## config.mk

```make
export PLATFORM = sky130hd
export DESIGN_NAME = bcd_scan_display
export DESIGN_NICKNAME = d
export VERILOG_FILES = /design/src/rtl/bcd_scan_display_pkg.sv /design/src/rtl/bcd_scan_display_bcd_to_ssd.sv /design/src/rtl/bcd_scan_display.sv
export SDC_FILE = /design/constraint.sdc
export NUM_CORES = 1
export LEC_CHECK = 0
export BUFFER_PORTS_ARGS = -buffer_cell sky130_fd_sc_hd__buf_2
export CAP_MARGIN = 20
export CORE_MARGIN = 2
export CORE_UTILIZATION = 50
export CTS_BUF_LIST = sky130_fd_sc_hd__clkbuf_4
export DETAILED_ROUTE_END_ITERATION = 16
export PLACE_DENSITY_LB_ADDON = 0.25
export SLEW_MARGIN = 20
export SYNTH_ARGS = -nofsm -noshare
export SYNTH_HDL_FRONTEND = slang
export SYNTH_SLANG_ARGS = --single-unit
```

## constraint.sdc

```tcl
create_clock -name clk -period 2.1 [get_ports clk]
set_input_delay 0.315 -clock clk [delete_from_list [all_inputs] [get_ports clk]]
set_output_delay 0.315 -clock clk [all_outputs]
set_load 0.03 [all_outputs]
```

## src/rtl/bcd_scan_display_pkg.sv

```systemverilog
// Shared constants and helpers for the four-digit multiplexed 7-segment driver.
// Segment patterns are active low, ordered {a,b,c,d,e,f,g,dp}.
package bcd_scan_display_pkg;

    localparam int BCD_BIT_WIDTH = 4;

    localparam logic ENABLED  = 1'b0;
    localparam logic DISABLED = 1'b1;

    localparam logic [7:0] SS_0     = 8'b0000_0011;
    localparam logic [7:0] SS_1     = 8'b1001_1111;
    localparam logic [7:0] SS_2     = 8'b0010_0101;
    localparam logic [7:0] SS_3     = 8'b0000_1101;
    localparam logic [7:0] SS_4     = 8'b1001_1001;
    localparam logic [7:0] SS_5     = 8'b0100_1001;
    localparam logic [7:0] SS_6     = 8'b0100_0001;
    localparam logic [7:0] SS_7     = 8'b0001_1111;
    localparam logic [7:0] SS_8     = 8'b0000_0001;
    localparam logic [7:0] SS_9     = 8'b0000_1001;
    localparam logic [7:0] SS_DASH  = 8'b1111_1101;
    localparam logic [7:0] SS_BLANK = 8'b1111_1111;

    // Active-low one-hot digit enable for the given slot.
    function automatic logic [3:0] digit_enable(input logic [1:0] idx);
        logic [3:0] ctl;
        ctl      = {4{DISABLED}};
        ctl[idx] = ENABLED;
        return ctl;
    endfunction

endpackage

```

## src/rtl/bcd_scan_display_bcd_to_ssd.sv

```systemverilog
// Combinational BCD + decimal point to active-low 7-segment decoder.
// Non-BCD codes (10..15) show a dash so a corrupted counter is visible.
module bcd_to_ssd
    import bcd_scan_display_pkg::*;
(
    input  logic [BCD_BIT_WIDTH-1:0] bcd,
    input  logic                     dp,
    output logic [7:0]               seg
);

    logic [7:0] pattern_s;

    // Digit pattern lookup with dp bit forced off.
    always_comb begin
        pattern_s = SS_DASH;
        case (bcd)
            4'd0:    pattern_s = SS_0;
            4'd1:    pattern_s = SS_1;
            4'd2:    pattern_s = SS_2;
            4'd3:    pattern_s = SS_3;
            4'd4:    pattern_s = SS_4;
            4'd5:    pattern_s = SS_5;
            4'd6:    pattern_s = SS_6;
            4'd7:    pattern_s = SS_7;
            4'd8:    pattern_s = SS_8;
            4'd9:    pattern_s = SS_9;
            default: pattern_s = SS_DASH;
        endcase
    end

    assign seg = {pattern_s[7:1], ~dp};

endmodule

```

## src/rtl/bcd_scan_display.sv

```systemverilog
// Four-digit time-multiplexed 7-segment driver with per-frame coherent snapshot.
// Optional digit blinking is enabled by defining BCD_SCAN_BLINK_EN.
module bcd_scan_display
    import bcd_scan_display_pkg::*;
#(
    parameter int SCAN_DIV     = 50000,
    parameter int GUARD_CYC    = 4,
    parameter int BLINK_FRAMES = 125
) (
    input  logic        clk,
    input  logic        rst,
    input  logic [15:0] digits,
    input  logic [3:0]  dp_mask,
    input  logic [3:0]  blink_mask,
    output logic [3:0]  ssd_ctl,
    output logic [7:0]  ssd_seg
);

    localparam int             CNT_W    = (SCAN_DIV > 1) ? $clog2(SCAN_DIV) : 1;
    localparam logic [CNT_W-1:0] CNT_LAST = CNT_W'(SCAN_DIV - 1);
    localparam logic [CNT_W-1:0] GUARD    = CNT_W'(GUARD_CYC);

    logic [CNT_W-1:0] cnt_r;
    logic [1:0]       idx_r;
    logic [15:0]      digits_r;
    logic [3:0]       dp_r;
    logic             slot_end_s;
    logic             frame_end_s;
    logic             blank_digit_s;
    logic [3:0]       cur_bcd_s;
    logic             cur_dp_s;
    logic [7:0]       dec_seg_s;
    logic [3:0]       next_ctl_s;
    logic [7:0]       next_seg_s;

    assign slot_end_s  = (cnt_r == CNT_LAST);
    assign frame_end_s = slot_end_s && (idx_r == 2'd3);

    // Slot prescaler and digit index.
    always_ff @(posedge clk) begin
        if (rst) begin
            cnt_r <= '0;
            idx_r <= 2'd0;
        end else if (slot_end_s) begin
            cnt_r <= '0;
            idx_r <= idx_r + 2'd1;
        end else begin
            cnt_r <= cnt_r + CNT_W'(1);
        end
    end

    // Frame snapshot: the whole display updates only between frames.
    always_ff @(posedge clk) begin
        if (rst) begin
            digits_r <= 16'h0000;
            dp_r     <= 4'b0000;
        end else if (frame_end_s) begin
            digits_r <= digits;
            dp_r     <= dp_mask;
        end
    end

`ifdef BCD_SCAN_BLINK_EN
    localparam int FR_W = (BLINK_FRAMES > 1) ? $clog2(BLINK_FRAMES) : 1;
    localparam logic [FR_W-1:0] FR_LAST = FR_W'(BLINK_FRAMES - 1);

    logic [FR_W-1:0] frame_cnt_r;
    logic            phase_r;
    logic [3:0]      blink_r;

    // Blink frame counter, phase toggle and mask snapshot.
    always_ff @(posedge clk) begin
        if (rst) begin
            frame_cnt_r <= '0;
            phase_r     <= 1'b0;
            blink_r     <= 4'b0000;
        end else if (frame_end_s) begin
            blink_r <= blink_mask;
            if (frame_cnt_r == FR_LAST) begin
                frame_cnt_r <= '0;
                phase_r     <= ~phase_r;
            end else begin
                frame_cnt_r <= frame_cnt_r + FR_W'(1);
            end
        end
    end

    assign blank_digit_s = phase_r && blink_r[idx_r];
`else
    logic unused_blink_s;
    assign unused_blink_s = ^blink_mask;
    assign blank_digit_s  = 1'b0;
`endif

    // Shadow digit and dp selection for the active slot.
    always_comb begin
        cur_bcd_s = digits_r[3:0];
        cur_dp_s  = dp_r[0];
        case (idx_r)
            2'd0:    begin cur_bcd_s = digits_r[3:0];   cur_dp_s = dp_r[0]; end
            2'd1:    begin cur_bcd_s = digits_r[7:4];   cur_dp_s = dp_r[1]; end
            2'd2:    begin cur_bcd_s = digits_r[11:8];  cur_dp_s = dp_r[2]; end
            2'd3:    begin cur_bcd_s = digits_r[15:12]; cur_dp_s = dp_r[3]; end
            default: begin cur_bcd_s = digits_r[3:0];   cur_dp_s = dp_r[0]; end
        endcase
    end

    bcd_to_ssd u_dec (
        .bcd (cur_bcd_s),
        .dp  (cur_dp_s),
        .seg (dec_seg_s)
    );

    // Guard interval and blink blanking, otherwise drive the active digit.
    always_comb begin
        next_ctl_s = {4{DISABLED}};
        next_seg_s = SS_BLANK;
        if ((cnt_r < GUARD) || blank_digit_s) begin
            next_ctl_s = {4{DISABLED}};
            next_seg_s = SS_BLANK;
        end else begin
            next_ctl_s = digit_enable(idx_r);
            next_seg_s = dec_seg_s;
        end
    end

    // Registered outputs; one cycle behind the scan state.
    always_ff @(posedge clk) begin
        if (rst) begin
            ssd_ctl <= {4{DISABLED}};
            ssd_seg <= SS_BLANK;
        end else begin
            ssd_ctl <= next_ctl_s;
            ssd_seg <= next_seg_s;
        end
    end

endmodule

```

==> results.sh, run 1 <==
export IMPL_min_delay_start="digits[12]"
export IMPL_rows=25
export IMPL_ios=38
export IMPL_vias=1998
export IMPL_finalInstanceArea_um2=2719
export IMPL_crit_arrival_ns=2.26
export IMPL_p_switching_w=0.0003213
export IMPL_crit_type="reg -> reg"
export IMPL_cp_startpoint="idx_r[0]$_SDFFE_PP0N_"
export IMPL_crit_path_max_fanout=4
export IMPL_die_x_um=72.90
export IMPL_drt_iter0_drc=83
export IMPL_hold_path_class="in -> reg"
export IMPL_grt_pass1_wl_um=8418
export IMPL_postRouteAntennaNets=0
export IMPL_power_frac_seq=0.679
export IMPL_cellLeakagePower_nw=0.9462
export IMPL_clock_latency_ns=0.36
export IMPL_post_synth_cell_area_avg_um2=8.957
export IMPL_dr_max_layer_used="met4"
export IMPL_fp_dieH_um=72.90
export IMPL_cts_buffer_depth=2
export IMPL_status="complete, no violations"
export IMPL_track_usage=0.2014
export IMPL_rsz0062_at_grt="no"
export IMPL_holdPathStages=3
export IMPL_switching_share=0.2261
export IMPL_numCtsBuffers=5
export IMPL_grt_overflow=0
export IMPL_synth_edff_count=0
export IMPL_wl_um=4918
export IMPL_synthToLayoutAreaGrowth_pct=14.55
export IMPL_cts_tree="done"
export IMPL_r2r_end="ssd_seg[6]$_SDFF_PP1_"
export IMPL_maxCapViolCount=0
export IMPL_root_buffer="clkbuf_4"
export IMPL_clkTransAtPathRegs_ns=0.14
export IMPL_fmax_ghz=0.5124
export IMPL_r2r_slack_ns=0.15
export IMPL_htreeDepth=2
export IMPL_hpwlAfterDp_um=3522
export IMPL_tns_ns=0
export IMPL_cp_required_ns=2.41
export IMPL_synthArstFlopShare=0
export IMPL_wl_met3_um=232
export IMPL_finalNetCount=339
export IMPL_syn_inst=265
export IMPL_core_area_um2=4661
export IMPL_die_area_um2=5314
export IMPL_final_core_util=0.5834
export IMPL_worst_pin_slew_ns=0.6710
export IMPL_nFillCells=418
export IMPL_period_share=0.9293
export IMPL_pwr_share_comb=0.046
export IMPL_yosysSeqAreaShare=0.4217
export IMPL_hold_viol_final=0
export IMPL_viasPerCell=5.628
export IMPL_pre_cts_slack_ns=0.04868
export IMPL_drive_gt1_frac=0.2226
export IMPL_layout_commonest_cell="dfxtp_1"
export IMPL_syn_num_nets=302
export IMPL_p_per_area_nw_per_um2=522.6
export IMPL_holdPathEnd="digits_r[12]$_SDFFE_PP0P_"
export IMPL_synth_warning_count=0
export IMPL_placed_area_um2=2664
export IMPL_synth_cell_types=39
export IMPL_place_inst=349
export IMPL_initial_utilization=0.5093
export IMPL_setup_viol=0
export IMPL_ys_seq_elements=50
export IMPL_clock_sinks=50
export IMPL_layout_common_cells="48 x dfxtp_1, 33 x buf_2, 30 x a21oi_1, 23 x nand4_1, 22 x o31ai_1"
export IMPL_crit_path_end_kind="register"
export IMPL_ir_drop_mv=0.3327
export IMPL_timing_rr_start="idx_r[0]$_SDFFE_PP0N_"
export IMPL_diodes=0
export IMPL_fin_ws_ns=0.1484
export IMPL_worst_slew_margin_rel=0.5522
export IMPL_ff2ff_path_depth=7
export IMPL_antenna_found_initial=0
export IMPL_fin_cells=355
export IMPL_synth_cell_area_um2=2374
export IMPL_p_clk_frac=0.275
export IMPL_grt_pass1_vias=1879
export IMPL_portBuffers=33
export IMPL_route_detailed_drc=0
export IMPL_wl_met1_um=2251
export IMPL_first_pass_iters=4
export IMPL_drv_slew=0
export IMPL_fin_crit_ns=1.952
export IMPL_wl_met2_um=2377
export IMPL_cts_setup_buffers=0
export IMPL_gp_congestion=0.8614
export IMPL_startpoint_type="register"
export IMPL_p_int_w=0.001100
export IMPL_finClkSkew_ns=0.01879
export IMPL_grt_max_degree=26
export IMPL_synth_flop_cell="dfxtp_1"
export IMPL_wl_per_cell_um=13.85
[power by group through the flow]
stage          registers [W]   logic, W  clock network (W)
4_1_cts             0.000966  0.0000659           0.000397
3_3_place_gp        0.000987  0.0000655                  0
2_1_floorplan       0.000997  0.0000253                  0
3_5_place_dp        0.000987  0.0000658                  0
6_report            0.000964  0.0000651           0.000391
5_1_grt             0.000966  0.0000729           0.000433
[cell type report]
type | count | area (µm²) | area share
multi-input cells | 183 | 1257 | 0.4625
repair buffers | 49 | 297.8 | 0.1095
clock buffers | 5 | 37.54 | 0.01381
inverters | 13 | 48.80 | 0.01795
well taps | 54 | 67.56 | 0.02485
clock inverters | 1 | 3.754 | 0.001381
flip-flops and latches | 50 | 1006 | 0.3700
[sequential cells by signal (all words and copies together) (netlist names)]
signal,count
cnt_r,16
digits_r,16
ssd_seg,8
dp_r,4
ssd_ctl,4
idx_r,2
[cells by family after synthesis]
| kind of cell | Yosys count | share of synthesized area |
|---|---|---|
| multiplexers | 5 | 0.02109 |
| flip-flops | 50 | 0.4217 |
| buffers and inverters | 32 | 0.05429 |
| AND/OR/NAND/NOR | 82 | 0.2003 |
| XOR/XNOR | 12 | 0.04428 |
| AO/OA/AOI/OAI | 73 | 0.2003 |
| adder cells (fa/ha/maj) | 11 | 0.05799 |
[timing repair]
item / CTS / global route
endpoints found under the setup margin: 0 / 6
resized for setup: 0 / 6
hold buffers: 0 / 0
[worst max-delay path by stage]
| stage | end | cells past startpoint |
|---|---|---|
| CTS | ssd_seg[3]$_SDFF_PP1_ | 9 |
| detailed placement | ssd_seg[3]$_SDFF_PP1_ | 9 |
| global placement | ssd_seg[3]$_SDFF_PP1_ | 9 |
| global route | ssd_seg[6]$_SDFF_PP1_ | 7 |
| floorplan | ssd_seg[3]$_SDFF_PP1_ | 9 |
| finish | ssd_seg[6]$_SDFF_PP1_ | 7 |
[cells in the mapped netlist, types with 5 or more instances]
cell	instances	share of area
a21oi_1	30	0.063
buf_2	7	0.015
clkbuf_1	12	0.019
dfxtp_1	50	0.42
ha_1	11	0.058
inv_1	13	0.021
mux2i_1	5	0.021
nand2_1	10	0.016
nand3_1	6	0.013
nand4_1	23	0.061
nor2_1	17	0.027
nor3_1	7	0.015
o31ai_1	22	0.070
xnor2_1	11	0.041
[layer usage]
layer	vias up	global-route usage
li1	1054	-
met1	895	0.2472
met2	43	0.3505
met3	6	0.04420
met4	0	0.06379
met5	-	0
[through the flow]
step	hold WS [ns]	total power [W]
final	0.1926	0.001421
after global routing	0.1810	0.001473
after CTS	0.1870	0.001429
after detailed placement	0.4603	0.001053
after global placement	0.4543	0.001052
after floorplan	0.4434	0.001022
[critical path: stages, from the launching register on]
cell and delay, ns:
dfxtp_4 0.38, inv_1 0.08, ha_2 0.22, a222oi_1 0.44
mux2i_2 0.16, ha_1 0.33, o21a_1 0.19, o21ai_0 0.12
(Power assumes the default switching activity.)
==> inputs of run 2 (changes only) <==
MAX_ROUTING_LAYER = met4   (was default)
==> run 2 against run 1 <==
  * Global-route usage grew 0.59 points
  * Design area is the same
  * Via count grew 0.75%
  * First-iteration DRC count grew 8.4%
  * Highest routed layer unchanged
  * Sequential power is essentially flat
  * Largest cell class unchanged
  * Routed wire length grew 0.63%
  * Cell count is the same
  * Critical path type unchanged
  * Clock-buffer cell count is the same
  * Register-to-register slack is essentially flat
  * Fmax grew 0.57%
==> results.sh, run 2 (synthesized netlist as in run 1, its figures left out) <==
export IMPL_period_share=0.9241
export IMPL_die_area_um2=5314
export IMPL_ir_drop_mv=0.3325
export IMPL_grt_overflow=0
export IMPL_cts_buffer_depth=2
export IMPL_place_inst=349
export IMPL_crit_path_end_kind="register"
export IMPL_cts_tree="done"
export IMPL_hold_path_class="in -> reg"
export IMPL_route_detailed_drc=0
export IMPL_root_buffer="clkbuf_4"
export IMPL_finClkSkew_ns=0.01805
export IMPL_layout_common_cells="48 x dfxtp_1, 33 x buf_2, 30 x a21oi_1, 23 x nand4_1, 22 x o31ai_1"
export IMPL_drive_gt1_frac=0.2226
export IMPL_setup_viol=0
export IMPL_crit_path_max_fanout=4
export IMPL_portBuffers=33
export IMPL_hpwlAfterDp_um=3522
export IMPL_final_core_util=0.5834
export IMPL_cp_required_ns=2.40
export IMPL_path_cells="inv_1 -> ha_2 -> a222oi_1 -> mux2i_2 -> ha_1 -> o21a_1 -> o21ai_0"
export IMPL_grt_pass1_wl_um=8404
export IMPL_fin_crit_ns=1.941
export IMPL_cts_setup_buffers=0
export IMPL_track_usage=0.2073
export IMPL_crit_arrival_ns=2.24
export IMPL_antenna_found_initial=0
export IMPL_cts_resized=0
export IMPL_whs_ns=0.1972
export IMPL_initial_utilization=0.5093
export IMPL_clkTransAtPathRegs_ns=0.14
export IMPL_vias=2013
export IMPL_fin_cells=355
export IMPL_maxCapViolCount=0
export IMPL_p_per_area_nw_per_um2=521.2
export IMPL_postRouteAntennaNets=0
export IMPL_fp_dieH_um=72.90
export IMPL_wl_per_cell_um=13.94
export IMPL_worst_path_buf_inv=1
export IMPL_crit_family="compound AO/OA/AOI/OAI gates"
export IMPL_viasPerCell=5.670
export IMPL_gp_congestion=0.8753
export IMPL_crit_path_top_delay_cell="a222oi_1"
export IMPL_tns_ns=0
export IMPL_die_x_um=72.90
export IMPL_cellLeakagePower_nw=0.9462
export IMPL_grt_max_degree=26
export IMPL_worst_slew_margin_rel=0.5582
export IMPL_drt_iter0_drc=90
export IMPL_clock_latency_ns=0.36
export IMPL_layout_commonest_cell="dfxtp_1"
export IMPL_numCtsBuffers=5
export IMPL_wl_um=4949
export IMPL_core_area_um2=4661
export IMPL_clock_sinks=50
export IMPL_drv_slew=0
export IMPL_worst_pin_slew_ns=0.6620
export IMPL_grt_pass1_vias=1877
export IMPL_crit_type="reg -> reg"
export IMPL_finalNetCount=339
export IMPL_postCtsHoldBufs=0
export IMPL_rsz0062_at_grt="no"
export IMPL_status="complete, no violations"
export IMPL_htreeDepth=2
export IMPL_rows=25
export IMPL_fmax_ghz=0.5153
export IMPL_first_pass_iters=4
export IMPL_ios=38
export IMPL_hold_viol_final=0
export IMPL_startpoint_type="register"
export IMPL_synthToLayoutAreaGrowth_pct=14.55
export IMPL_top_regs="cnt_r: 16 flops, digits_r: 16 flops, ssd_seg: 8 flops"
export IMPL_diodes=0
export IMPL_slowest_delay_ns=0.43
run 2: cell counts in the layout (fill, tap and decap cells not counted):
No cell type changed its count.
run 2: report_power, final:
| group | switching [W] | internal [W] |
|---|---|---|
| Clock | 0.000272 | 0.000115 |
| Sequential | 0.00000748 | 0.000957 |
| Combinational | 0.0000377 | 0.0000276 |
| Total | 0.000317 | 0.00110 |
run 2: routing by layer:
metal  wire length (µm)  GRT usage  vias to the layer above  share of wire
met4                 42    0.06379                        0         0.0085
met2               2439     0.3495                       47           0.49
li1                   -          -                     1049              -
met5                  0          -                        -              0
met3                204    0.04282                        5          0.041
met1               2263     0.2489                      912           0.46
run 2: path summary, 6_finish.rpt:
check                              to                      from  cells past startpoint  slack (ns)
max             ssd_seg[6]$_SDFF_PP1_     idx_r[0]$_SDFFE_PP0N_                      7        0.16
min          digits_r[1]$_SDFFE_PP0P_                 digits[1]                      3        0.20
max reg2reg     ssd_seg[6]$_SDFF_PP1_     idx_r[0]$_SDFFE_PP0N_                      7        0.16
min reg2reg  digits_r[0]$_SDFFE_PP0P_  digits_r[0]$_SDFFE_PP0P_                      2        0.48
run 2: per-stage QoR:
stage	worst slack, ns	cell area [µm²]	power (W)
6_report	0.1594	2719	0.001417
5_1_grt	0.001949	2719	0.001473
4_1_cts	0.04096	2705	0.001429
3_5_place_dp	0.04868	2664	0.001053
3_3_place_gp	0.09073	2664	0.001052
2_1_floorplan	0.1404	2374	0.001022
run 2: worst register-to-register path: stages (launching register included):
cell      delay (ns)
dfxtp_4         0.38
inv_1           0.08
ha_2            0.21
a222oi_1        0.43
mux2i_2         0.16
ha_1            0.33
o21a_1          0.19
o21ai_0         0.12
run 2: final cells by class:
class / count / area [µm²]
fill: 418 / 1942
multi-input combinational: 183 / 1257
sequential: 50 / 1006
timing repair buffer: 49 / 297.8
tap: 54 / 67.56
inverter: 13 / 48.80
clock buffer: 5 / 37.54
clock inverter: 1 / 3.754
